[src/rtl/serial_sub_pkg.sv]
// serial_sub_pkg: shared FSM encodings and default width for the serial subtractor
package serial_sub_pkg;
  localparam int WIDTH_DEF = 8;
  typedef enum logic [1:0] {IDLE = 2'd0, SHIFT = 2'd1, DONE = 2'd2} state_t;
endpackage

[src/rtl/fullSubtractor.sv]
// fullSubtractor: one-bit gate-level full subtractor (d = x - y - bin)
module fullSubtractor (
  input  logic x,
  input  logic y,
  input  logic bin,
  output logic d,
  output logic bout
);
  logic t, nx, nt, a1, a2;
  xor g0 (t, x, y);
  xor g1 (d, t, bin);
  not g2 (nx, x);
  not g3 (nt, t);
  and g4 (a1, nx, y);
  and g5 (a2, nt, bin);
  or  g6 (bout, a1, a2);
endmodule

[src/rtl/serial_subtractor.sv]
// serial_subtractor: bit-serial unsigned x - y, LSB first, one bit per cycle
module serial_subtractor
  import serial_sub_pkg::*;
#(
  parameter int WIDTH = WIDTH_DEF
) (
  input  logic             clk,
  input  logic             rst,
  input  logic             start,
  input  logic [WIDTH-1:0] x,
  input  logic [WIDTH-1:0] y,
  output logic [WIDTH-1:0] diff,
  output logic             bout,
  output logic             busy,
  output logic             done
);
  localparam int CW = $clog2(WIDTH) + 1;
  state_t state;
  logic [WIDTH-1:0] a, b, r;
  logic br, d, bn, last;
  logic [CW-1:0] cnt;
  fullSubtractor u_fs (.x(a[0]), .y(b[0]), .bin(br), .d(d), .bout(bn));
  assign last = cnt == CW'(WIDTH - 1);
  // diff/bout are loaded only on the final shift, so they stay stable elsewhere
  always_ff @(posedge clk) begin
    if (rst) begin
      state <= IDLE;
      a     <= '0;
      b     <= '0;
      r     <= '0;
      br    <= 1'b0;
      cnt   <= '0;
      diff  <= '0;
      bout  <= 1'b0;
      busy  <= 1'b0;
      done  <= 1'b0;
    end else begin
      case (state)
        IDLE: if (start) begin
          a     <= x;
          b     <= y;
          br    <= 1'b0;
          cnt   <= '0;
          busy  <= 1'b1;
          state <= SHIFT;
        end
        SHIFT: begin
          a   <= a >> 1;
          b   <= b >> 1;
          r   <= {d, r[WIDTH-1:1]};
          br  <= bn;
          cnt <= cnt + 1'b1;
          if (last) begin
            diff  <= {d, r[WIDTH-1:1]};
            bout  <= bn;
            busy  <= 1'b0;
            done  <= 1'b1;
            state <= DONE;
          end
        end
        DONE: begin
          done  <= 1'b0;
          state <= IDLE;
        end
        default: state <= IDLE;
      endcase
    end
  end
endmodule

[config.mk]
export PLATFORM = sky130hd
export DESIGN_NAME = serial_subtractor
export DESIGN_NICKNAME = d
export VERILOG_FILES = /design/src/rtl/serial_sub_pkg.sv /design/src/rtl/fullSubtractor.sv /design/src/rtl/serial_subtractor.sv
export SDC_FILE = /design/constraint.sdc
export NUM_CORES = 1
export LEC_CHECK = 0
export ABC_AREA = 1
export CAP_MARGIN = 25
export CELL_PAD_IN_SITES_DETAIL_PLACEMENT = 0
export CELL_PAD_IN_SITES_GLOBAL_PLACEMENT = 1
export CORE_MARGIN = 5
export CORE_UTILIZATION = 33
export DETAILED_ROUTE_END_ITERATION = 8
export GPL_TIMING_DRIVEN = 0
export PLACE_DENSITY = 0.75
export SLEW_MARGIN = 10
export SYNTH_ARGS = -nofsm -noshare
export SYNTH_HDL_FRONTEND = slang
export SYNTH_SLANG_ARGS = --single-unit
[constraint.sdc]
create_clock -name clk -period 1.45 [get_ports clk]
set_input_delay 0.435 -clock clk [delete_from_list [all_inputs] [get_ports clk]]
set_output_delay 0.435 -clock clk [all_outputs]
set_load 0.01 [all_outputs]
Word-level counts from Yosys, hierarchy flattened
Index checks and enable logic that the tools add are counted.

storage, ports and cells
  memories kept = 0
  input port bits = 19
  register bits after elaboration = 42
  memory bits (writable) = 0
  word-level logic and storage cells = 47
  output and inout port bits = 11
  bits in latches = 0
  ROM bits = 0

cells by class
  bitwise operators = 7
  eq/ne operators = 5
  magnitude comparators = 0
  muxes and demuxes = 16
  add/subtract/negate cells = 1
  shift operators = 0
  reduce and logical (&&, ||, !) cells = 8
  divide/modulo/power cells = 0
  $mul = 0

operators with widths
  operator                                                         number
  8-bit one-hot mux with 2 select lines                            2
  8-bit two-way mux                                                2
  4-bit one-hot mux with 2 select lines                            1
  2-bit AND reduction                                              4
  1-bit one-hot mux with 2 select lines                            3
  4-bit by 1-bit adder with 4-bit output, second input constant    1
  4-bit by 3-bit == test with 1-bit output, second input constant  1
  1-bit two-way mux                                                4
  2-bit two-way mux                                                2
  4-bit two-way mux                                                1
  2-bit inequality test, second input constant                     2
  2-bit one-hot mux with 2 select lines                            1
  2-bit nonzero test                                               2
  3-bit AND reduction                                              1
  1-bit bitwise AND                                                2
  2-bit by 1-bit == test with 1-bit output, second input constant  1
  2-bit == test, second input constant                             1
  2-bit zero test                                                  1
  1-bit NOT                                                        2
  1-bit XOR                                                        2
  1-bit OR                                                         1

Longest topological paths before layout
Gate-level depths: netlist of the first run.

  depth after elaboration = 5
  depth in mapped cells = 7
  depth with buffers taken out = 7

Hierarchy
From an unflattened synthesis of the first run, not the netlist that was laid out.

unflattened totals
  cell total of the unflattened synthesis = 247
  area total of the unflattened synthesis = 1,730.4 sq um

modules (own cells, without submodules)
  module             cells an instance  sequential area each (sq um)  times used  area each (sq um)
  serial_subtractor  243                820.8                         1           1,699.1
  fullSubtractor     4                  0.0                           1           31.3

Worst setup path after synthesis of the first run
Ideal clock, no wire load.

  path kind = in2reg
  from = in start
  to = reg a[0]
  data arrival time = 1.140 ns
  stages = 7
  setup time = 0.128 ns
  path slack = 0.182 ns
  required time = 1.322 ns
  path buffers = 2
  path through = clkbuf_2 nand2_2 nand2_2 buf_2 nor2_1 nor2_1 nor2_1

on the way
  cells in the longest elaborated chain, start to end = 2

RTL lines
  what                             RTL line                 source
  start, declared                  serial_subtractor.sv:9   input logic start,
  2-bit inequality test (no line)  n/a
  2-bit AND reduction (no line)    n/a
  end signal, assigned             serial_subtractor.sv:48  a <= a >> 1;
  end, declared                    serial_subtractor.sv:19  logic [WIDTH-1:0] a, b, r;

No other way between the ends.
A chain may end at the register's enable or synchronous reset.

Worst setup path in the final report of the first run
  from = in rst
  to = reg a[4]

RTL lines
  what             RTL line                source
  start, declared  serial_subtractor.sv:8  input logic rst,

No word-level cell between the ends.

==> metrics.cfg, run 1 <==
[die]
floorplan.io_pins = 30
design.die.area_um2 = 6800
start_util = 0.339
core_region_area_um2 = 5110
core.rowCount = 26
fp.dieW_um = 82.5
die_y_um = 82.5

[final_layout]
antenna_cells_inserted = 0
post_route_cells_drive_above_1_share = 0.103
finalInstanceArea_um2 = 2230
area_growth_syn_to_fin_pct = 28.7
finish.net_count = 310
layout.cells.non_filler = 360

[worst_setup_path]
critPathArrivalTime_ns = 1.52
regToRegEndpoint = diff[2]
cp_max_fo = 10
worstSetupStartpointType = input pin
rr_worst_depth = 7
rr_startpoint = cnt[1]
timing.reg2reg.setup_slack_ns = 0.14
critical_path_start_end_classification = in -> reg
timing.critical_path.to_type = register
worst_ep_required_time_ns = 1.62

[clocking]
cts.reportedPaths.clkPinSlew_ns = 0.08
insertion_delay_ns = 0.28
cts_root_buffer = sky130_fd_sc_hd__clkbuf_8
cts_tree = done
clock_path_buffers = 2
tritoncts.num_buffers = 5
cts_max_level = 2
cts.sinks = 41

[global_route]
grt_usage = 0.130
number_of_antenna_violations_at_the_first_check_in_global_routing = 0
grt_max_degree = 13
grt_pass1_vias = 1508
congestion_overflow_gr = 0
global_route_wire_length_before_repair_um = 6760

[min_path]
min-delay-start = cnt[0]
holdPathStages = 1
timing.hold.worst_endpoint = cnt[0]
min_delay_path_class = reg -> reg

[yosys]
synth.distinct_cells = 17
netlist_top_cells_area = sky130_fd_sc_hd__dfxtp_1, sky130_fd_sc_hd__nand2_1, sky130_fd_sc_hd__nor2_1
count_of_flip_flops_with_a_built_in_enable_after_synthesis = 0
synth_most_common_cell = sky130_fd_sc_hd__nand2_1
synth_seq_area_share = 0.474
synthesis.instances = 252
synth_commonest_cells = sky130_fd_sc_hd__nand2_1, sky130_fd_sc_hd__nor2_1, sky130_fd_sc_hd__dfxtp_1, sky130_fd_sc_hd__nand3_1, sky130_fd_sc_hd__inv_1
netlist_area_um2 = 1730
main_flop_type_after_synthesis = sky130_fd_sc_hd__dfxtp_1
synth_top_cell_by_area = sky130_fd_sc_hd__dfxtp_1
synth_nets = 273
synth_top_area_frac = 0.474
share_of_synthesized_registers_carrying_an_async_set_or_reset = 0
synth_area_per_cell_um2 = 6.88
synth-seq-cells = 41
synthesis.yosys.warnings = 0

[pwr]
p_leak_nw = 1.03
power_density_nw_per_um2 = 1090
total_power_mw = 2.43
ir_worst_vdd_v = 0.000581

[placed_design]
dp_worst_setup_slack_ns = -0.381
dp_cells = 350
place_hpwl_um = 2900
dpl-instance-area_um2 = 2100
port_buffers = 28
routabilityCongestion = 0.800

[sta]
unrepaired_setup_endpoints_after_global_routing = no
setup_violations = 0
timing.final.crit_share = 0.930
maxSlewHeadroom = 0.822
finalCriticalPeriod_ns = 1.35
fin_worst_skew_ns = 0.00611
max_freq_mhz = 742
slew_viol_final = 0
timing_hold_violations_final = 0
worst_pin_slew_ns = 0.267
whs_ns = 0.442
final.setup.worst_slack_ns = 0.102

[run_status]
status = finished clean

[drt]
drt-wirelength-per-cell_um = 11.0
viasPerCell = 4.44
postRouteWirelength_um = 3950
vias = 1600
ant_nets = 0
detailedRoute.firstIterationViolations = 44
drc = 0
drtPass1Iterations = 4

[run]
drv_cap = 0

-- worst max-delay path: stages --
cell and delay (ns):
sky130_fd_sc_hd__clkdlybuf4s50_1 0.48, sky130_fd_sc_hd__buf_2 0.25, sky130_fd_sc_hd__clkbuf_2 0.28, sky130_fd_sc_hd__nor2_1 0.07
-- layout by cell type (no fill, tap or decap), drive strengths merged --
master	Yosys	layout
nand3	30	30
a21oi	8	8
buf	9	9
dfxtp	41	41
clkdlybuf4s50	0	17
inv	23	23
o21ai	11	11
fa	1	1
nand2	63	63
ha	1	1
clkbuf	3	12
bufinv	0	1
dlygate4sd2	0	11
nor2	62	62
-- layout make-up --
class	count	area [um^2]
Sequential cell	41	823
Clock buffer	7	86.3
Buffer	12	65.1
Timing Repair Buffer	30	282
Fill cell	580	2880
Clock inverter	1	30.0
Inverter	23	86.3
Multi-Input combinational cell	176	769
Tap cell	70	87.6
-- logic make-up (layout without fill, tap and decap cells) --
family | after synthesis | in the layout | synth area share
AND/OR/NAND/NOR | 155 | 155 | 0.369
flip-flops | 41 | 41 | 0.474
buffers and inverters | 35 | 73 | 0.0838
AO/OA/AOI/OAI | 19 | 19 | 0.0549
adder cells (fa/ha/maj) | 2 | 2 | 0.0188
-- worst max-delay path by stage --
stage,cells past startpoint,from,to,slack (ns)
after global placement,4,rst,b[3],-0.39
after detailed placement,4,rst,b[4],-0.38
final,4,rst,a[4],0.10
after global routing,7,cnt[1],diff[4],0.003
after floorplan,7,start,a[0],0.18
after CTS,5,rst,diff[3],0.01
-- layer usage --
metal	part of all wire	vias to the layer above	track usage
met5	0	-	0
met4	0.011	0	0.0465
met3	0.049	5	0.0304
met2	0.46	33	0.215
met1	0.48	711	0.164
li1	-	851	-
-- stage by stage --
step / util / TNS (ns)
floorplan: - / 0
global placement: 0.411 / -7.89
detailed placement: 0.411 / -8.04
CTS: 0.432 / 0
global route: 0.437 / 0
finish: 0.437 / 0
-- flip-flops by register name, summed over array words and instances, names as in the netlist --
register / count
a: 8
b: 8
bout: 1
br: 1
busy: 1
cnt: 4
diff: 8
done: 1
r: 7
state: 2
-- power breakdown --
part	switching [mW]	internal [mW]	total [mW]	leakage, nW
registers	0.0317	1.18	1.21	0.336
clock network	0.375	0.561	0.936	0.0585
logic	0.160	0.125	0.286	0.639
total	0.567	1.87	2.43	1.03
-- what timing repair did --
action	in CTS	in global routing
hold buffers	0	0
buffers inserted	0	2
endpoints found under the setup margin	21	23
gates resized for setup	12	7
pin swaps	0	1
(Power assumes the default switching activity.)
==> inputs of run 2 (changes only) <==
==> constraint.sdc (replaced) <==
create_clock -name clk -period 1.7 [get_ports clk]
set_input_delay 0.51 -clock clk [delete_from_list [all_inputs] [get_ports clk]]
set_output_delay 0.51 -clock clk [all_outputs]
set_load 0.01 [all_outputs]
==> run 2 against run 1 <==
Die area unchanged; count of clock-buffer cells in the layout did not move; global-route usage did not move; setup slack improved by 0.014 ns; utilization increased by 0.22 points; highest routed layer unchanged; clock skew is essentially flat; critical path type unchanged; flip-flop and latch count unchanged.
==> metrics.cfg, run 2 (same netlist as run 1, synthesis figures left out) <==
[run_status]
status = finished clean

[sta]
unrepaired_setup_endpoints_after_global_routing = no
setup_violations = 0  ; unchanged
finalCriticalPeriod_ns = 1.58
slew_viol_final = 0  ; unchanged
maxSlewHeadroom = 0.637  ; -0.185
final.setup.worst_slack_ns = 0.116  ; +0.0137 ns
timing.final.crit_share = 0.932
max_freq_mhz = 631
fin_worst_skew_ns = 0.00618  ; +0.0000628 ns
timing_hold_violations_final = 0  ; unchanged
worst_pin_slew_ns = 0.545  ; +0.278 ns

[placed_design]
port_buffers = 28  ; unchanged
dpl-instance-area_um2 = 2100  ; unchanged
place_hpwl_um = 2900  ; unchanged
dp_worst_setup_slack_ns = -0.206  ; +0.175 ns
routabilityCongestion = 0.800  ; unchanged

[worst_setup_path]
path_delay_family = buffers and inverters
timing.critical_path.to_type = register
worstSetupStartpointType = input pin
critical_path_start_end_classification = in -> reg
cp_cell_instances = clkdlybuf4s50_1 > buf_2 > clkbuf_1 > nor2_1
critical_path.n_buffers_inverters = 3  ; unchanged
worst_ep_required_time_ns = 1.86  ; +0.24 ns
crit_path_max_incr_delay_ns = 0.48  ; about the same
critPathArrivalTime_ns = 1.74  ; +0.22 ns
cp_slowest_cell = sky130_fd_sc_hd__clkdlybuf4s50_1
cp_max_fo = 10  ; unchanged

[clocking]
cts_max_level = 2  ; unchanged
cts_tree = done
insertion_delay_ns = 0.28  ; about the same
cts.sinks = 41  ; unchanged
clock_path_buffers = 2  ; unchanged
tritoncts.num_buffers = 5  ; unchanged
cts.reportedPaths.clkPinSlew_ns = 0.07  ; about the same
cts_root_buffer = sky130_fd_sc_hd__clkbuf_8
cts.repair_timing.setup_buffer_count = 0  ; unchanged

[pwr]
ir_worst_vdd_v = 0.000496  ; -15%
fraction_of_power_consumed_by_the_clock_network = 0.386  ; about the same
power_density_nw_per_um2 = 923  ; -15%
switchingPower_mw = 0.482  ; -15%
p_int_mw = 1.59  ; -15%
register_share_of_total_power = 0.499  ; about the same
swShare = 0.233  ; about the same
power_frac_comb = 0.115  ; -0.002
p_leak_nw = 1.15  ; +11%
total_power_mw = 2.07  ; -15%

[global_route]
groute.layer.met3.usage = 0.0304  ; unchanged
global_route_wire_length_before_repair_um = 6760  ; unchanged
grt_max_degree = 13  ; unchanged
grt_pass1_vias = 1508  ; unchanged
grt_usage = 0.130  ; unchanged
grt-busiest-layer = met2
number_of_antenna_violations_at_the_first_check_in_global_routing = 0  ; unchanged
met2_usage = 0.215  ; unchanged
grt_use_met1 = 0.164  ; unchanged
congestion_overflow_gr = 0  ; unchanged

[final_layout]
area_growth_syn_to_fin_pct = 29.3
antenna_cells_inserted = 0  ; unchanged
registers_with_the_most_flip_flops = a: 8 flops, b: 8 flops, diff: 8 flops
finalInstanceArea_um2 = 2240  ; +0.51%
final_cell_mix = sky130_fd_sc_hd__nand2_1, sky130_fd_sc_hd__nor2_1, sky130_fd_sc_hd__dfxtp_1
mostFrequentLayoutCell = sky130_fd_sc_hd__nand2_1
finish.net_count = 308  ; -0.65%
post_route_cells_drive_above_1_share = 0.0764  ; -0.0271

[min_path]
min_delay_path_class = reg -> reg

[run]
drv_cap = 0  ; unchanged

[drt]
ant_nets = 0  ; unchanged
drc = 0  ; unchanged
drtPass1Iterations = 4  ; unchanged
vias = 1601  ; +0.063%
detailedRoute.firstIterationViolations = 37  ; -16%
viasPerCell = 4.47  ; +0.62%
postRouteWirelength_um = 3970  ; +0.56%
drt-wirelength-per-cell_um = 11.1  ; +1.1%

[die]
core_region_area_um2 = 5110  ; unchanged
floorplan.io_pins = 30  ; unchanged
fp.dieW_um = 82.5  ; unchanged
core.rowCount = 26  ; unchanged
die_y_um = 82.5  ; unchanged
start_util = 0.339  ; unchanged
design.die.area_um2 = 6800  ; unchanged

==> run 2: final timing paths <==
kind                              from      end  slack, ns  depth (start not counted)
worst max-delay path               rst     a[4]       0.12                          4
worst min-delay path              done     done       0.45                          2
worst max register to register  cnt[0]  diff[2]       0.36                          7
worst min register to register    done     done       0.45                          2
==> run 2: per-layer routing <==
| layer | share of wire | vias to the layer above |
|---|---|---|
| li1 | - | 847 |
| met1 | 0.48 | 713 |
| met2 | 0.46 | 36 |
| met3 | 0.046 | 5 |
| met4 | 0.011 | 0 |
| met5 | 0 | - |
==> run 2: repair_timing <==
item                       CTS  global route
setup endpoints to repair    1            10
hold buffers                 0             0
resized for setup            1            10
==> run 2: per-stage QoR <==
| step | utilization | std cells | TNS [ns] | hold WS, ns |
|---|---|---|---|---|
| 2_1_floorplan | - | 252 | 0 | 0.420 |
| 4_1_cts | 0.434 | 358 | 0 | 0.462 |
| 6_report | 0.439 | 358 | 0 | 0.453 |
| 3_5_place_dp | 0.411 | 350 | -2.93 | 0.449 |
| 5_1_grt | 0.439 | 358 | 0 | 0.478 |
| 3_3_place_gp | 0.411 | 350 | -2.76 | 0.434 |
==> run 2: area by class of cell <==
type	instances	area (um^2)
Fill cell	577	2870
Sequential cell	41	821
Multi-Input combinational cell	176	767
Timing Repair Buffer	28	304
Tap cell	70	87.6
Clock buffer	7	86.3
Inverter	23	86.3
Buffer	12	58.8
Clock inverter	1	30.0
==> run 2: power groups by stage <==
stage	clock [mW]	sequential, mW	combinational [mW]
2_1_floorplan	0	1.05	0.153
3_3_place_gp	0	1.05	0.240
3_5_place_dp	0	1.06	0.242
4_1_cts	0.825	1.03	0.243
5_1_grt	0.878	1.04	0.271
6_report	0.798	1.03	0.237
==> run 2: worst min-delay path, stage by stage, from the launching register on <==
cell and delay [ns]:
sky130_fd_sc_hd__dfxtp_1 0.31, sky130_fd_sc_hd__inv_1 0.05, sky130_fd_sc_hd__a21oi_1 0.05
==> inputs of run 3 (changes only) <==
--- a/config.mk
+++ b/config.mk
@@ -10,10 +10,10 @@
 export CELL_PAD_IN_SITES_DETAIL_PLACEMENT = 0
 export CELL_PAD_IN_SITES_GLOBAL_PLACEMENT = 1
 export CORE_MARGIN = 5
-export CORE_UTILIZATION = 33
+export CORE_UTILIZATION = 35
 export DETAILED_ROUTE_END_ITERATION = 8
 export GPL_TIMING_DRIVEN = 0
-export PLACE_DENSITY = 0.75
+export PLACE_DENSITY = 0.79
 export SLEW_MARGIN = 10
 export SYNTH_ARGS = -nofsm -noshare
 export SYNTH_HDL_FRONTEND = slang
==> run 3 against run 2 <==
Critical path depth unchanged; power down 5.2%; sequential share of layout area up 0.25 points.
==> metrics.cfg, run 3 (same netlist as run 1, synthesis figures left out) <==
[pwr]
p_leak_nw = 1.16  ; +0.84%
fraction_of_power_consumed_by_the_clock_network = 0.353  ; -0.033
power_density_nw_per_um2 = 880  ; -4.6%
ir_worst_vdd_v = 0.000360  ; -27%
swShare = 0.248  ; +0.0147
register_share_of_total_power = 0.527  ; +0.028
switchingPower_mw = 0.485  ; +0.72%
power_frac_comb = 0.120  ; +0.005
p_int_mw = 1.47  ; -7.1%

[final_layout]
finalInstanceArea_um2 = 2230  ; -0.67%
mostFrequentLayoutCell = sky130_fd_sc_hd__nand2_1
post_route_cells_drive_above_1_share = 0.0799  ; +0.00347
final_cell_mix = sky130_fd_sc_hd__nand2_1, sky130_fd_sc_hd__nor2_1, sky130_fd_sc_hd__dfxtp_1
finish.net_count = 308  ; unchanged
registers_with_the_most_flip_flops = a: 8 flops, b: 8 flops, diff: 8 flops
antenna_cells_inserted = 0  ; unchanged
area_growth_syn_to_fin_pct = 28.4

[placed_design]
port_buffers = 28  ; unchanged
routabilityCongestion = 0.786  ; -1.7%
place_hpwl_um = 2710  ; -6.7%
dpl-instance-area_um2 = 2100  ; -0.18%

[sta]
timing.final.crit_share = 0.940  ; +0.00829
whs_ns = 0.445  ; -0.00786 ns
slew_viol_final = 0  ; unchanged
worst_pin_slew_ns = 0.487  ; -0.0580 ns
maxSlewHeadroom = 0.675  ; +0.0387
unrepaired_setup_endpoints_after_global_routing = no
finalCriticalPeriod_ns = 1.60  ; +0.0141 ns
fin_worst_skew_ns = 0.00506  ; -0.00112 ns
setup_violations = 0  ; unchanged
timing_hold_violations_final = 0  ; unchanged
max_freq_mhz = 626  ; -0.88%
setup_tns_ns = 0  ; unchanged

[global_route]
grt_use_met1 = 0.167  ; +0.00335
grt_pass1_vias = 1367  ; -9.4%
grt_max_degree = 13  ; unchanged
grt_usage = 0.129  ; -0.000909
number_of_antenna_violations_at_the_first_check_in_global_routing = 0  ; unchanged
groute.layer.met3.usage = 0.0404  ; +0.00999
grt-busiest-layer = met2
global_route_wire_length_before_repair_um = 6440  ; -4.8%
met2_usage = 0.200  ; -0.0144
congestion_overflow_gr = 0  ; unchanged

[drt]
viasPerCell = 4.45  ; -0.48%
vias = 1580  ; -1.3%
postRouteWirelength_um = 3880  ; -2.4%
drt-wirelength-per-cell_um = 10.9  ; -1.6%
ant_nets = 0  ; unchanged
detailedRoute.firstIterationViolations = 72  ; +95%
drc = 0  ; unchanged
drtPass1Iterations = 4  ; unchanged

[worst_setup_path]
critical_path_start_end_classification = in -> reg
setup.worst_path.start = rst
rr_worst_depth = 7  ; unchanged
worst_setup_path_endpoint = a[4]
worst_ep_required_time_ns = 1.86  ; about the same
cp_max_fo = 10  ; unchanged
timing.reg2reg.setup_slack_ns = 0.37  ; about the same
critPathArrivalTime_ns = 1.76  ; +0.02 ns
timing.critical_path.to_type = register
rr_startpoint = cnt[0]
worstSetupStartpointType = input pin
regToRegEndpoint = bout

[clocking]
cts_max_level = 2  ; unchanged
cts.sinks = 41  ; unchanged
cts_resized = 0  ; -1
cts.repair_timing.setup_buffer_count = 0  ; unchanged
cts_root_buffer = sky130_fd_sc_hd__clkbuf_8
clock_path_buffers = 2  ; unchanged
tritoncts.num_buffers = 5  ; unchanged
cts.reportedPaths.clkPinSlew_ns = 0.07  ; about the same
insertion_delay_ns = 0.29  ; about the same
cts_tree = done
cts_hold_buffers = 0  ; unchanged

[die]
floorplan.io_pins = 30  ; unchanged
fp.dieW_um = 80.4  ; -2.5%
die_y_um = 80.4  ; -2.5%
design.die.area_um2 = 6460  ; -5.0%
start_util = 0.364  ; +0.0252
core_region_area_um2 = 4750  ; -6.9%
core.rowCount = 25  ; -3.8%

[min_path]
min_delay_path_class = reg -> reg

[run]
drv_cap = 0  ; unchanged

[run_status]
status = finished clean

[run 3: worst min path at each step]
stage	from	end	slack [ns]	cells after the start
global placement	r[1]	diff[0]	0.44	2
detailed placement	r[1]	diff[0]	0.43	2
finish	r[1]	diff[0]	0.45	2
global route	done	done	0.48	2
floorplan	r[1]	diff[0]	0.42	2
CTS	r[1]	diff[0]	0.45	2
[run 3: worst max-delay path, stage by stage]
cell and delay, ns:
sky130_fd_sc_hd__clkdlybuf4s50_1 0.48, sky130_fd_sc_hd__buf_2 0.25, sky130_fd_sc_hd__clkbuf_1 0.42, sky130_fd_sc_hd__nor2_1 0.10
[run 3: power groups by stage]
stage	clock network [mW]	logic [mW]	registers, mW
global route	0.769	0.269	1.04
detailed placement	0	0.239	1.05
floorplan	0	0.153	1.05
finish	0.691	0.236	1.03
global placement	0	0.240	1.05
CTS	0.718	0.241	1.03
[run 3: area by class of cell]
cell class	count	area, um^2
multi-input combinational	176	767
clock buffer	7	96.3
timing repair buffer	28	308
tap	67	83.8
sequential	41	821
buffer	12	58.8
inverter	23	86.3
clock inverter	1	5.00
fill	525	2530
[run 3: routing by layer]
layer  wire [um]  up-vias
li1            -      847
met1        1890      698
met2        1720       28
met3         216        7
met4          57        0
met5           0        -
[run 3: metrics by stage]
stage	instances	worst slack, ns	utilization	power, mW
after global routing	355	0.0451	0.468	2.08
after CTS	355	0.00293	0.462	1.99
after floorplan	252	0.357	-	1.20
after global placement	347	-0.204	0.441	1.29
final	355	0.102	0.468	1.96
after detailed placement	347	-0.223	0.441	1.29
